File: src/rtl/hazard_stall_controller_pkg.sv
// Shared types and limits for the pipeline hazard/stall sequencer.
package hazard_pkg;

    typedef enum logic [1:0] {RUN, MD_BUSY, MEM_WAIT} hz_state_t;

    localparam int unsigned MULDIV_LAT_MIN = 2;
    localparam int unsigned MULDIV_LAT_MAX = 16;

endpackage

File: src/rtl/hazard_stall_controller_if.sv
// Hazard inputs from the pipeline and per-stage enable/flush controls back to it.
interface hazard_stall_controller_if #(
    parameter int unsigned CNT_W = 32
);
    logic [4:0]       IFIDRS1;
    logic [4:0]       IFIDRS2;
    logic [4:0]       IDEXRD;
    logic             IDEXMemRead;
    logic             BranchTaken;
    logic             MulDivStart;
    logic             DMemReq;
    logic             DMemReady;
    logic             PCWrite;
    logic             IFIDWrite;
    logic             IFIDFlush;
    logic             IDEXWrite;
    logic             IDEXFlush;
    logic             EXMEMWrite;
    logic             EXMEMFlush;
    logic             MEMWBFlush;
    logic             MulDivBusy;
    logic [CNT_W-1:0] StallCycles;

    modport master (
        output IFIDRS1, IFIDRS2, IDEXRD, IDEXMemRead, BranchTaken,
               MulDivStart, DMemReq, DMemReady,
        input  PCWrite, IFIDWrite, IFIDFlush, IDEXWrite, IDEXFlush,
               EXMEMWrite, EXMEMFlush, MEMWBFlush, MulDivBusy, StallCycles
    );

    modport slave (
        input  IFIDRS1, IFIDRS2, IDEXRD, IDEXMemRead, BranchTaken,
               MulDivStart, DMemReq, DMemReady,
        output PCWrite, IFIDWrite, IFIDFlush, IDEXWrite, IDEXFlush,
               EXMEMWrite, EXMEMFlush, MEMWBFlush, MulDivBusy, StallCycles
    );

endinterface

File: src/rtl/hazard_stall_controller_sat_counter.sv
// Saturating up-counter with synchronous active-low clear.
module sat_counter #(
    parameter int unsigned W = 32
) (
    input  logic         clk,
    input  logic         rst_n,
    input  logic         en,
    output logic [W-1:0] q
);

    always_ff @(posedge clk) begin
        if (!rst_n)
            q <= '0;
        else if (en && (q != '1))
            q <= q + 1'b1;
    end

endmodule

File: src/rtl/hazard_stall_controller.sv
// Pipeline stall/flush sequencer: load-use, taken branch, multi-cycle MUL/DIV and data-memory wait.
module hazard_stall_controller
    import hazard_pkg::*;
#(
    parameter int unsigned MULDIV_LAT = 4,
    parameter int unsigned CNT_W      = 32
) (
    input  logic                     clk,
    input  logic                     rst_n,
    hazard_stall_controller_if.slave bus
);

    if (MULDIV_LAT < MULDIV_LAT_MIN || MULDIV_LAT > MULDIV_LAT_MAX) begin : g_bad_lat
        $error("MULDIV_LAT out of range");
    end

    hz_state_t  state, state_nx;
    logic [3:0] md_cnt, md_cnt_nx;
    logic       load_use;

    assign load_use = bus.IDEXMemRead && (bus.IDEXRD != 5'd0) &&
                      ((bus.IDEXRD == bus.IFIDRS1) || (bus.IDEXRD == bus.IFIDRS2));

    always_ff @(posedge clk) begin
        if (!rst_n) begin
            state  <= RUN;
            md_cnt <= '0;
        end else begin
            state  <= state_nx;
            md_cnt <= md_cnt_nx;
        end
    end

    always_comb begin
        state_nx        = state;
        md_cnt_nx       = md_cnt;
        bus.PCWrite     = 1'b1;
        bus.IFIDWrite   = 1'b1;
        bus.IFIDFlush   = 1'b0;
        bus.IDEXWrite   = 1'b1;
        bus.IDEXFlush   = 1'b0;
        bus.EXMEMWrite  = 1'b1;
        bus.EXMEMFlush  = 1'b0;
        bus.MEMWBFlush  = 1'b0;
        bus.MulDivBusy  = 1'b0;
        if (rst_n) begin
            unique case (state)
                RUN: begin
                    if (bus.DMemReq && !bus.DMemReady) begin
                        bus.PCWrite    = 1'b0;
                        bus.IFIDWrite  = 1'b0;
                        bus.IDEXWrite  = 1'b0;
                        bus.EXMEMWrite = 1'b0;
                        bus.MEMWBFlush = 1'b1;
                        state_nx       = MEM_WAIT;
                    end else if (bus.MulDivStart) begin
                        bus.PCWrite    = 1'b0;
                        bus.IFIDWrite  = 1'b0;
                        bus.IDEXWrite  = 1'b0;
                        bus.EXMEMFlush = 1'b1;
                        md_cnt_nx      = 4'(MULDIV_LAT - 2);
                        state_nx       = MD_BUSY;
                    end else if (bus.BranchTaken) begin
                        bus.IFIDFlush  = 1'b1;
                        bus.IDEXFlush  = 1'b1;
                    end else if (load_use) begin
                        bus.PCWrite    = 1'b0;
                        bus.IFIDWrite  = 1'b0;
                        bus.IDEXFlush  = 1'b1;
                    end
                end
                MD_BUSY: begin
                    // Busy only while the unit is still computing; the md_cnt==0 cycle
                    // is the writeback into EX/MEM and already runs with defaults.
                    if (md_cnt != 4'd0) begin
                        bus.PCWrite    = 1'b0;
                        bus.IFIDWrite  = 1'b0;
                        bus.IDEXWrite  = 1'b0;
                        bus.EXMEMFlush = 1'b1;
                        bus.MulDivBusy = 1'b1;
                        md_cnt_nx      = md_cnt - 4'd1;
                    end else begin
                        state_nx       = RUN;
                    end
                end
                MEM_WAIT: begin
                    if (!bus.DMemReady) begin
                        bus.PCWrite    = 1'b0;
                        bus.IFIDWrite  = 1'b0;
                        bus.IDEXWrite  = 1'b0;
                        bus.EXMEMWrite = 1'b0;
                        bus.MEMWBFlush = 1'b1;
                    end else begin
                        state_nx       = RUN;
                    end
                end
                default: state_nx = RUN;
            endcase
        end
    end

    sat_counter #(.W(CNT_W)) u_stall_cnt (
        .clk   (clk),
        .rst_n (rst_n),
        .en    (!bus.PCWrite),
        .q     (bus.StallCycles)
    );

    a_no_dmem_in_md: assert property (@(posedge clk) disable iff (!rst_n)
        (state == MD_BUSY) |-> !bus.DMemReq);

    a_no_branch_with_md: assert property (@(posedge clk) disable iff (!rst_n)
        !(bus.BranchTaken && bus.MulDivStart));

endmodule
File: src/flat_wrapper.sv
// flat-port wrapper written by rule: the top's interface ports become plain ports
module hazard_stall_controller_flat import hazard_pkg::*;
#(
    parameter int unsigned MULDIV_LAT = 4,
    parameter int unsigned CNT_W      = 32
)
  (clk, rst_n, bus_IFIDRS1, bus_IFIDRS2, bus_IDEXRD, bus_IDEXMemRead, bus_BranchTaken, bus_MulDivStart, bus_DMemReq, bus_DMemReady, bus_PCWrite, bus_IFIDWrite, bus_IFIDFlush, bus_IDEXWrite, bus_IDEXFlush, bus_EXMEMWrite, bus_EXMEMFlush, bus_MEMWBFlush, bus_MulDivBusy, bus_StallCycles);
  hazard_stall_controller_if #(.CNT_W(CNT_W)) bus_i ();
  input  logic clk;
  input  logic rst_n;
  input wire logic [$bits(bus_i.IFIDRS1)-1:0] bus_IFIDRS1;
  input wire logic [$bits(bus_i.IFIDRS2)-1:0] bus_IFIDRS2;
  input wire logic [$bits(bus_i.IDEXRD)-1:0] bus_IDEXRD;
  input wire logic [$bits(bus_i.IDEXMemRead)-1:0] bus_IDEXMemRead;
  input wire logic [$bits(bus_i.BranchTaken)-1:0] bus_BranchTaken;
  input wire logic [$bits(bus_i.MulDivStart)-1:0] bus_MulDivStart;
  input wire logic [$bits(bus_i.DMemReq)-1:0] bus_DMemReq;
  input wire logic [$bits(bus_i.DMemReady)-1:0] bus_DMemReady;
  output wire logic [$bits(bus_i.PCWrite)-1:0] bus_PCWrite;
  output wire logic [$bits(bus_i.IFIDWrite)-1:0] bus_IFIDWrite;
  output wire logic [$bits(bus_i.IFIDFlush)-1:0] bus_IFIDFlush;
  output wire logic [$bits(bus_i.IDEXWrite)-1:0] bus_IDEXWrite;
  output wire logic [$bits(bus_i.IDEXFlush)-1:0] bus_IDEXFlush;
  output wire logic [$bits(bus_i.EXMEMWrite)-1:0] bus_EXMEMWrite;
  output wire logic [$bits(bus_i.EXMEMFlush)-1:0] bus_EXMEMFlush;
  output wire logic [$bits(bus_i.MEMWBFlush)-1:0] bus_MEMWBFlush;
  output wire logic [$bits(bus_i.MulDivBusy)-1:0] bus_MulDivBusy;
  output wire logic [$bits(bus_i.StallCycles)-1:0] bus_StallCycles;
  assign bus_i.IFIDRS1 = bus_IFIDRS1;
  assign bus_i.IFIDRS2 = bus_IFIDRS2;
  assign bus_i.IDEXRD = bus_IDEXRD;
  assign bus_i.IDEXMemRead = bus_IDEXMemRead;
  assign bus_i.BranchTaken = bus_BranchTaken;
  assign bus_i.MulDivStart = bus_MulDivStart;
  assign bus_i.DMemReq = bus_DMemReq;
  assign bus_i.DMemReady = bus_DMemReady;
  assign bus_PCWrite = bus_i.PCWrite;
  assign bus_IFIDWrite = bus_i.IFIDWrite;
  assign bus_IFIDFlush = bus_i.IFIDFlush;
  assign bus_IDEXWrite = bus_i.IDEXWrite;
  assign bus_IDEXFlush = bus_i.IDEXFlush;
  assign bus_EXMEMWrite = bus_i.EXMEMWrite;
  assign bus_EXMEMFlush = bus_i.EXMEMFlush;
  assign bus_MEMWBFlush = bus_i.MEMWBFlush;
  assign bus_MulDivBusy = bus_i.MulDivBusy;
  assign bus_StallCycles = bus_i.StallCycles;
  hazard_stall_controller #(.MULDIV_LAT(MULDIV_LAT), .CNT_W(CNT_W)) u_core (.clk(clk), .rst_n(rst_n), .bus(bus_i));
endmodule
File: config.mk
export PLATFORM = sky130hd
export DESIGN_NAME = hazard_stall_controller_flat
export DESIGN_NICKNAME = d
export VERILOG_FILES = /design/src/rtl/hazard_stall_controller_pkg.sv /design/src/rtl/hazard_stall_controller_if.sv /design/src/rtl/hazard_stall_controller_sat_counter.sv /design/src/rtl/hazard_stall_controller.sv /design/src/flat_wrapper.sv
export SDC_FILE = /design/constraint.sdc
export NUM_CORES = 1
export LEC_CHECK = 0
export BUFFER_PORTS_ARGS = -buffer_cell sky130_fd_sc_hd__buf_2
export CORE_MARGIN = 4
export CORE_UTILIZATION = 52
export CTS_BUF_LIST = sky130_fd_sc_hd__clkbuf_16
export CTS_CLUSTER_SIZE = 14
export DETAILED_ROUTE_END_ITERATION = 16
export GPL_TIMING_DRIVEN = 0
export PLACE_DENSITY_LB_ADDON = 0.05
export RECOVER_POWER = 50
export SLEW_MARGIN = 20
export SYNTH_ARGS = -nofsm -noshare
export SYNTH_HDL_FRONTEND = slang
export SYNTH_SLANG_ARGS = --single-unit
export TNS_END_PERCENT = 5
File: constraint.sdc
create_clock -name clk -period 2.9 [get_ports clk]
set_clock_uncertainty 0.05 [all_clocks]
set_input_delay 0.58 -clock clk [delete_from_list [all_inputs] [get_ports clk]]
set_output_delay 0.58 -clock clk [all_outputs]
set_load 0.1 [all_outputs]
==> Word level (Yosys, flattened, before mapping) <==
Index checks and enable logic that the tools add are counted.
{ "op_classes": {"n_addsub": 2, "n_eq_ne": 11, "mux": 46, "n_reduce_logical": 13} }
{ "ops": {"columns": ["cell", "count"], "rows": [
  ["32-bit by 1-bit adder with 32-bit output (second input constant)", 1],
  ["1-bit two-way mux", 32],
  ["32-bit inequality test (second input constant)", 1],
  ["4-bit two-way mux", 3],
  ["5-bit == test", 2],
  ["2-bit two-way mux", 4],
  ["2-bit inequality test (second input constant)", 4],
  ["4-bit one-hot mux with 2 select lines", 1],
  ["1-bit one-hot mux with 2 select lines", 3],
  ["1-bit one-hot mux with 3 select lines", 2],
  ["2-bit one-hot mux with 3 select lines", 1],
  ["5-bit nonzero test", 1],
  ["1-bit logical AND", 4],
  ["4-bit AND reduction", 1],
  ["4-bit nonzero test", 1],
  ["4-bit by 1-bit subtractor with 4-bit output (second input constant)", 1],
  ["3-bit by 2-bit inequality test with 1-bit output (second input constant)", 1],
  ["3-bit AND reduction", 1],
  ["2-bit by 1-bit == test with 1-bit output (second input constant)", 1],
  ["2-bit == test (second input constant)", 1],
  ["1-bit zero test", 2],
  ["2-bit zero test", 1],
  ["2-bit by 1-bit inequality test with 1-bit output (second input constant)", 1],
  ["2-bit nonzero test", 1],
  ["1-bit logical OR", 1]
]} }
{ "word_totals": {"ff_bits": 38, "in_bits": 22, "out_inout_bits": 41, "word_cells": 75} }

==> Depth between registers and ports, before layout <==
{ "depth": {"word_depth": 11, "ltp_mapped": 11, "ltp_nobuf": 9} }

==> By module <==
From an unflattened synthesis, not the netlist that was laid out.
{ "unflattened": {"hier_cells": 267, "area_unflattened_um2": 2192.1} }
{ "by_module_without_submodules": {"columns": ["module", "instances", "cells_per_inst", "area_per_inst_um2", "seq_area_each_um2"], "rows": [
  ["sat_counter", 1, 197, 1635.3, 640.6],
  ["hazard_stall_controller", 1, 70, 556.8, 120.1]
]} }

==> Worst setup path before layout <==
No wires, ideal clock.
{ "synth_path": {"path_type": "in2out", "from": "in rst_n", "to": "out bus_EXMEMWrite", "arrival_ps": 5271, "required_time_ps": 2270, "slack_ps": -3001, "cell_stages": 3, "path_buffers": 0, "path_cell_list": "clkinv_1 > nor4_1 > inv_1"} }
{ "synth_between": {"elab_chain_len": 1} }
{ "synth_lines": {"columns": ["element", "line_no", "rtl"], "rows": [
  ["start: declaration", "flat_wrapper.sv:10", "input logic rst_n;"],
  ["1-bit two-way mux", "hazard_stall_controller.sv:46", "if (rst_n) begin"],
  ["end: declaration", "flat_wrapper.sv:24", "output wire logic [$bits(bus_i.EXMEMWrite)-1:0] bus_EXMEMWrite;"]
]} }
No other way between the ends.

==> Worst setup path in the final report <==
{ "layout_path": {"from": "reg u_core.md_cnt[1]", "to": "out bus_PCWrite"} }
{ "layout_between": {"elab_chain_len": 4} }
{ "layout_lines": {"columns": ["element", "line_no", "rtl"], "rows": [
  ["start: declaration", "hazard_stall_controller.sv:18", "logic [3:0] md_cnt, md_cnt_nx;"],
  ["start signal: assignment", "hazard_stall_controller.sv:30", "md_cnt <= md_cnt_nx;"],
  ["4-bit nonzero test", "hazard_stall_controller.sv:75", "if (md_cnt != 4'd0) begin"],
  ["1-bit two-way mux", "hazard_stall_controller.sv:75", null],
  ["1-bit one-hot mux with 3 select lines", "hazard_stall_controller.sv:47", "unique case (state)"],
  ["1-bit two-way mux", "hazard_stall_controller.sv:46", null],
  ["end: declaration", "flat_wrapper.sv:19", "output wire logic [$bits(bus_i.PCWrite)-1:0] bus_PCWrite;"]
]} }
No other way between the ends.

==> impl_metrics.xml <==
<?xml version="1.0" encoding="UTF-8"?>
<metrics>
  <group name="run_status">
    <metric name="outcome" unit="">finished clean</metric>
  </group>
  <group name="pwr">
    <metric name="total_leakage_power" unit="nW">0.952</metric>
    <metric name="power.ir.vdd_worst" unit="uV">262</metric>
    <metric name="power_density" unit="mW/mm2">508</metric>
    <metric name="totalPowerFinal" unit="mW">1.39</metric>
  </group>
  <group name="worst_setup_path">
    <metric name="crit_chain" unit="">inv_1 &gt; ha_2 &gt; or3b_1 &gt; o211ai_1 &gt; or3_4 &gt; o21ai_4 &gt; inv_6 &gt; buf_8 &gt; buf_4 &gt; buf_12</metric>
    <metric name="critPathArrivalTime" unit="ns">2.16</metric>
    <metric name="timing.setup.critical_path_class" unit="">reg -&gt; out</metric>
    <metric name="worstPathBufferInverterCount" unit="">5</metric>
    <metric name="required" unit="ns">2.27</metric>
    <metric name="worst_setup_path_end_kind" unit="">output pin</metric>
    <metric name="max_incr_delay_on_cp" unit="ns">0.39</metric>
    <metric name="timing.critical_path.from_type" unit="">flip-flop</metric>
    <metric name="cp_slowest_cell" unit="">sky130_fd_sc_hd__or3_4</metric>
    <metric name="cp_top_family" unit="">simple AND/OR/NAND/NOR gates</metric>
    <metric name="critPathMaxFanout" unit="">3</metric>
  </group>
  <group name="finish">
    <metric name="syn2layout_area_growth" unit="%">26.3</metric>
    <metric name="antenna_cells" unit="">0</metric>
    <metric name="most_common_library_cell_in_the_layout_ignoring_fill_and_taps" unit="">sky130_fd_sc_hd__clkbuf_1</metric>
    <metric name="final-seq-area" unit="um2">762</metric>
    <metric name="fin_nets" unit="">364</metric>
    <metric name="utilization" unit="%">68.0</metric>
    <metric name="drive_gt1_share" unit="%">18.2</metric>
    <metric name="layout_common_cells" unit="">sky130_fd_sc_hd__clkbuf_1, sky130_fd_sc_hd__dfxtp_1, sky130_fd_sc_hd__buf_2</metric>
    <metric name="final.fill_count" unit="">366</metric>
    <metric name="multi_input_area" unit="mm2">0.00132</metric>
  </group>
  <group name="drt">
    <metric name="route.vias.total" unit="">2255</metric>
    <metric name="detailedRoute.firstIterationViolations" unit="">136</metric>
    <metric name="vias_per_cell" unit="">5.78</metric>
    <metric name="number_of_optimization_iterations_in_the_first_detailed_route_pass" unit="">4</metric>
    <metric name="drt_wl_total" unit="um">5620</metric>
    <metric name="remaining_drc_errors" unit="">0</metric>
    <metric name="avgRoutedWirePerCell" unit="um">14.4</metric>
    <metric name="antenna_violating_nets_post_route" unit="">0</metric>
  </group>
  <group name="logic_synthesis">
    <metric name="synthCells" unit="">265</metric>
    <metric name="synth_edf_count" unit="">0</metric>
    <metric name="mappedNetlistNets" unit="">290</metric>
    <metric name="synthDominantCellAreaShare" unit="%">35.1</metric>
    <metric name="syn_avg_cell_area" unit="um2">8.18</metric>
    <metric name="synth_flop_cell" unit="">sky130_fd_sc_hd__dfxtp_1</metric>
    <metric name="synth.area.top_cells" unit="">sky130_fd_sc_hd__dfxtp_1, sky130_fd_sc_hd__xor2_1, sky130_fd_sc_hd__a21oi_1</metric>
    <metric name="synth-seq-cells" unit="">38</metric>
    <metric name="proportion_of_synthesized_chip_area_in_sequential_cells" unit="%">35.1</metric>
    <metric name="mappedNetlistArea" unit="mm2">0.00217</metric>
    <metric name="synthesis.yosys.warnings" unit="">0</metric>
    <metric name="ys_types" unit="">47</metric>
    <metric name="async_flop_share" unit="%">0</metric>
    <metric name="synth_top_area_cell" unit="">sky130_fd_sc_hd__dfxtp_1</metric>
  </group>
  <group name="timing">
    <metric name="tightestPinTransition" unit="ns">1.18</metric>
    <metric name="layout_min_cycle_time" unit="ns">2.79</metric>
    <metric name="slew_headroom" unit="%">21.9</metric>
    <metric name="final_hold_viol_count" unit="">0</metric>
    <metric name="final-max-slew-violation-count" unit="">0</metric>
    <metric name="rsz0062_at_grt" unit="">false</metric>
    <metric name="tcrit_tclk_final" unit="%">96.2</metric>
    <metric name="final_setup_vio_count" unit="">0</metric>
    <metric name="max_clock_freq" unit="MHz">358</metric>
  </group>
  <group name="clock_tree">
    <metric name="clk_transition_reported_paths" unit="ns">0.05</metric>
    <metric name="clockRootBuffer" unit="">sky130_fd_sc_hd__clkbuf_16</metric>
    <metric name="tritoncts" unit="">done</metric>
    <metric name="cts-root-to-sink-buffers" unit="">2</metric>
    <metric name="numClockSinks" unit="">38</metric>
    <metric name="cts_max_level" unit="">2</metric>
    <metric name="cts_hold_repair.buffers" unit="">0</metric>
    <metric name="cts_inserted_buffers" unit="">5</metric>
    <metric name="clock_latency" unit="ns">0.28</metric>
  </group>
  <group name="grt">
    <metric name="antenna_found_initial" unit="">0</metric>
    <metric name="grt_first_pass_wirelength" unit="um">9470</metric>
    <metric name="grt_usage" unit="%">22.3</metric>
    <metric name="grt_max_degree" unit="">18</metric>
    <metric name="grt_pass1_vias" unit="">2073</metric>
    <metric name="grt-ovfl-total" unit="">0</metric>
  </group>
  <group name="floorplan">
    <metric name="floorplan.rows" unit="">23</metric>
    <metric name="ios" unit="">63</metric>
    <metric name="die_width" unit="um">72.6</metric>
    <metric name="initial_core_util" unit="%">53.8</metric>
    <metric name="die_area" unit="mm2">0.00527</metric>
    <metric name="core-area" unit="mm2">0.00403</metric>
    <metric name="die_height" unit="um">72.6</metric>
  </group>
  <group name="placement">
    <metric name="buffer_ports.inserted" unit="">62</metric>
    <metric name="gp_congestion" unit="">0.883</metric>
    <metric name="detailed_place_hpwl" unit="um">4080</metric>
  </group>
  <group name="worst_hold_path">
    <metric name="worst_hold_path_type" unit="">reg -&gt; reg</metric>
  </group>
  <group name="run">
    <metric name="drv.max_cap_violation_count" unit="">0</metric>
  </group>
</metrics>
## worst register-to-register path, delay by kind of cell (launching register included)
family	cells	cell delay [ns]
buffers and inverters	5	0.65
multiplexers	1	0.22
flip-flops	1	0.33
AND/OR/NAND/NOR	3	0.84
adder cells (fa/ha/maj)	1	0.17
AO/OA/AOI/OAI	2	0.30
## timing repair
action                                  in CTS  in global routing
hold endpoints to repair                     0                  0
resized for setup                           14                  3
endpoints found under the setup margin       2                  2
pin swaps                                    3                  3
buffers inserted                             6                  0
## layer usage
layer  part of all wire (%)  vias to the layer above  routed length [um]  GRT usage, %
met1                     45                     1036                2540          28.6
met4                    1.6                        0                  90          8.40
met3                    6.5                       10                 364          4.41
li1                       -                     1133                   -             -
met5                      0                        -                   0             0
met2                     47                       76                2630          37.0
## path summary, 6_finish.rpt
check                                              from                               endpoint  slack (ns)  cells past startpoint
hold reg to reg   u_core.u_stall_cnt.q[17]$_SDFFE_PN0P_  u_core.u_stall_cnt.q[17]$_SDFFE_PN0P_        0.44                      2
hold / removal    u_core.u_stall_cnt.q[17]$_SDFFE_PN0P_  u_core.u_stall_cnt.q[17]$_SDFFE_PN0P_        0.44                      2
setup / recovery          u_core.md_cnt[1]$_SDFFE_PN0P_                            bus_PCWrite        0.11                     10
setup reg to reg          u_core.md_cnt[1]$_SDFFE_PN0P_  u_core.u_stall_cnt.q[15]$_SDFFE_PN0P_        0.28                     12
## Yosys cell counts, types with 2 or more instances
| master | instances |
|---|---|
| sky130_fd_sc_hd__nor4b_2 | 2 |
| sky130_fd_sc_hd__nor3_1 | 7 |
| sky130_fd_sc_hd__or3_1 | 11 |
| sky130_fd_sc_hd__buf_2 | 3 |
| sky130_fd_sc_hd__mux2i_1 | 8 |
| sky130_fd_sc_hd__nand3_1 | 11 |
| sky130_fd_sc_hd__dfxtp_1 | 38 |
| sky130_fd_sc_hd__nand2_1 | 23 |
| sky130_fd_sc_hd__or2_2 | 2 |
| sky130_fd_sc_hd__inv_1 | 9 |
| sky130_fd_sc_hd__and2_1 | 2 |
| sky130_fd_sc_hd__nor4b_1 | 2 |
| sky130_fd_sc_hd__and3_1 | 6 |
| sky130_fd_sc_hd__o41ai_1 | 2 |
| sky130_fd_sc_hd__nand4_1 | 13 |
| sky130_fd_sc_hd__o31ai_1 | 10 |
| sky130_fd_sc_hd__nand2b_1 | 6 |
| sky130_fd_sc_hd__xor2_1 | 12 |
| sky130_fd_sc_hd__clkbuf_1 | 8 |
| sky130_fd_sc_hd__a211oi_1 | 2 |
| sky130_fd_sc_hd__nor4_1 | 5 |
| sky130_fd_sc_hd__o211ai_1 | 5 |
| sky130_fd_sc_hd__or4_1 | 8 |
| sky130_fd_sc_hd__ha_1 | 3 |
| sky130_fd_sc_hd__nor2_1 | 12 |
| sky130_fd_sc_hd__a21oi_1 | 20 |
| sky130_fd_sc_hd__o21ai_0 | 11 |
| sky130_fd_sc_hd__buf_6 | 2 |
| sky130_fd_sc_hd__o21ai_1 | 4 |
## cells by family after synthesis
kind of cell	Yosys count	synth area share, %
buffers and inverters	26	5.54
AND/OR/NAND/NOR	118	31.6
flip-flops	38	35.1
AO/OA/AOI/OAI	59	17.1
XOR/XNOR	13	5.25
adder cells (fa/ha/maj)	3	1.73
multiplexers	8	3.69
## layout make-up
type	instances	share of cell area [%]
clock inverter	3	0.457
multi-input combinational	201	48.1
clock buffer	5	4.57
buffer	14	3.11
tap	50	2.28
timing repair buffer	68	12.0
sequential	38	27.8
inverter	11	1.69
## sequential cells by signal (all words and copies together), names as in the netlist
name,cells
u_core.state,2
u_core.md_cnt,4
u_core.u_stall_cnt.q,32
## through the flow
| stage | setup WS [ns] | setup TNS (ns) | area (um2) | std cells | hold slack, ns |
|---|---|---|---|---|---|
| finish | 0.109 | 0 | 2740 | 390 | 0.437 |
| global route | 0.0184 | 0 | 2740 | 390 | 0.474 |
| CTS | 0.00601 | 0 | 2790 | 390 | 0.436 |
| detailed placement | -0.641 | -1.19 | 2570 | 377 | 0.429 |
| global placement | -0.631 | -1.17 | 2570 | 377 | 0.423 |
| floorplan | -0.671 | -1.84 | 2190 | 265 | 0.424 |
## report_power, final
group          leakage (nW)  internal, mW  total (mW)  switching (mW)
logic                 0.572        0.0977       0.322           0.225
clock network        0.0724         0.311       0.519           0.208
registers             0.308         0.538       0.551          0.0133
(Power assumes the default switching activity.)
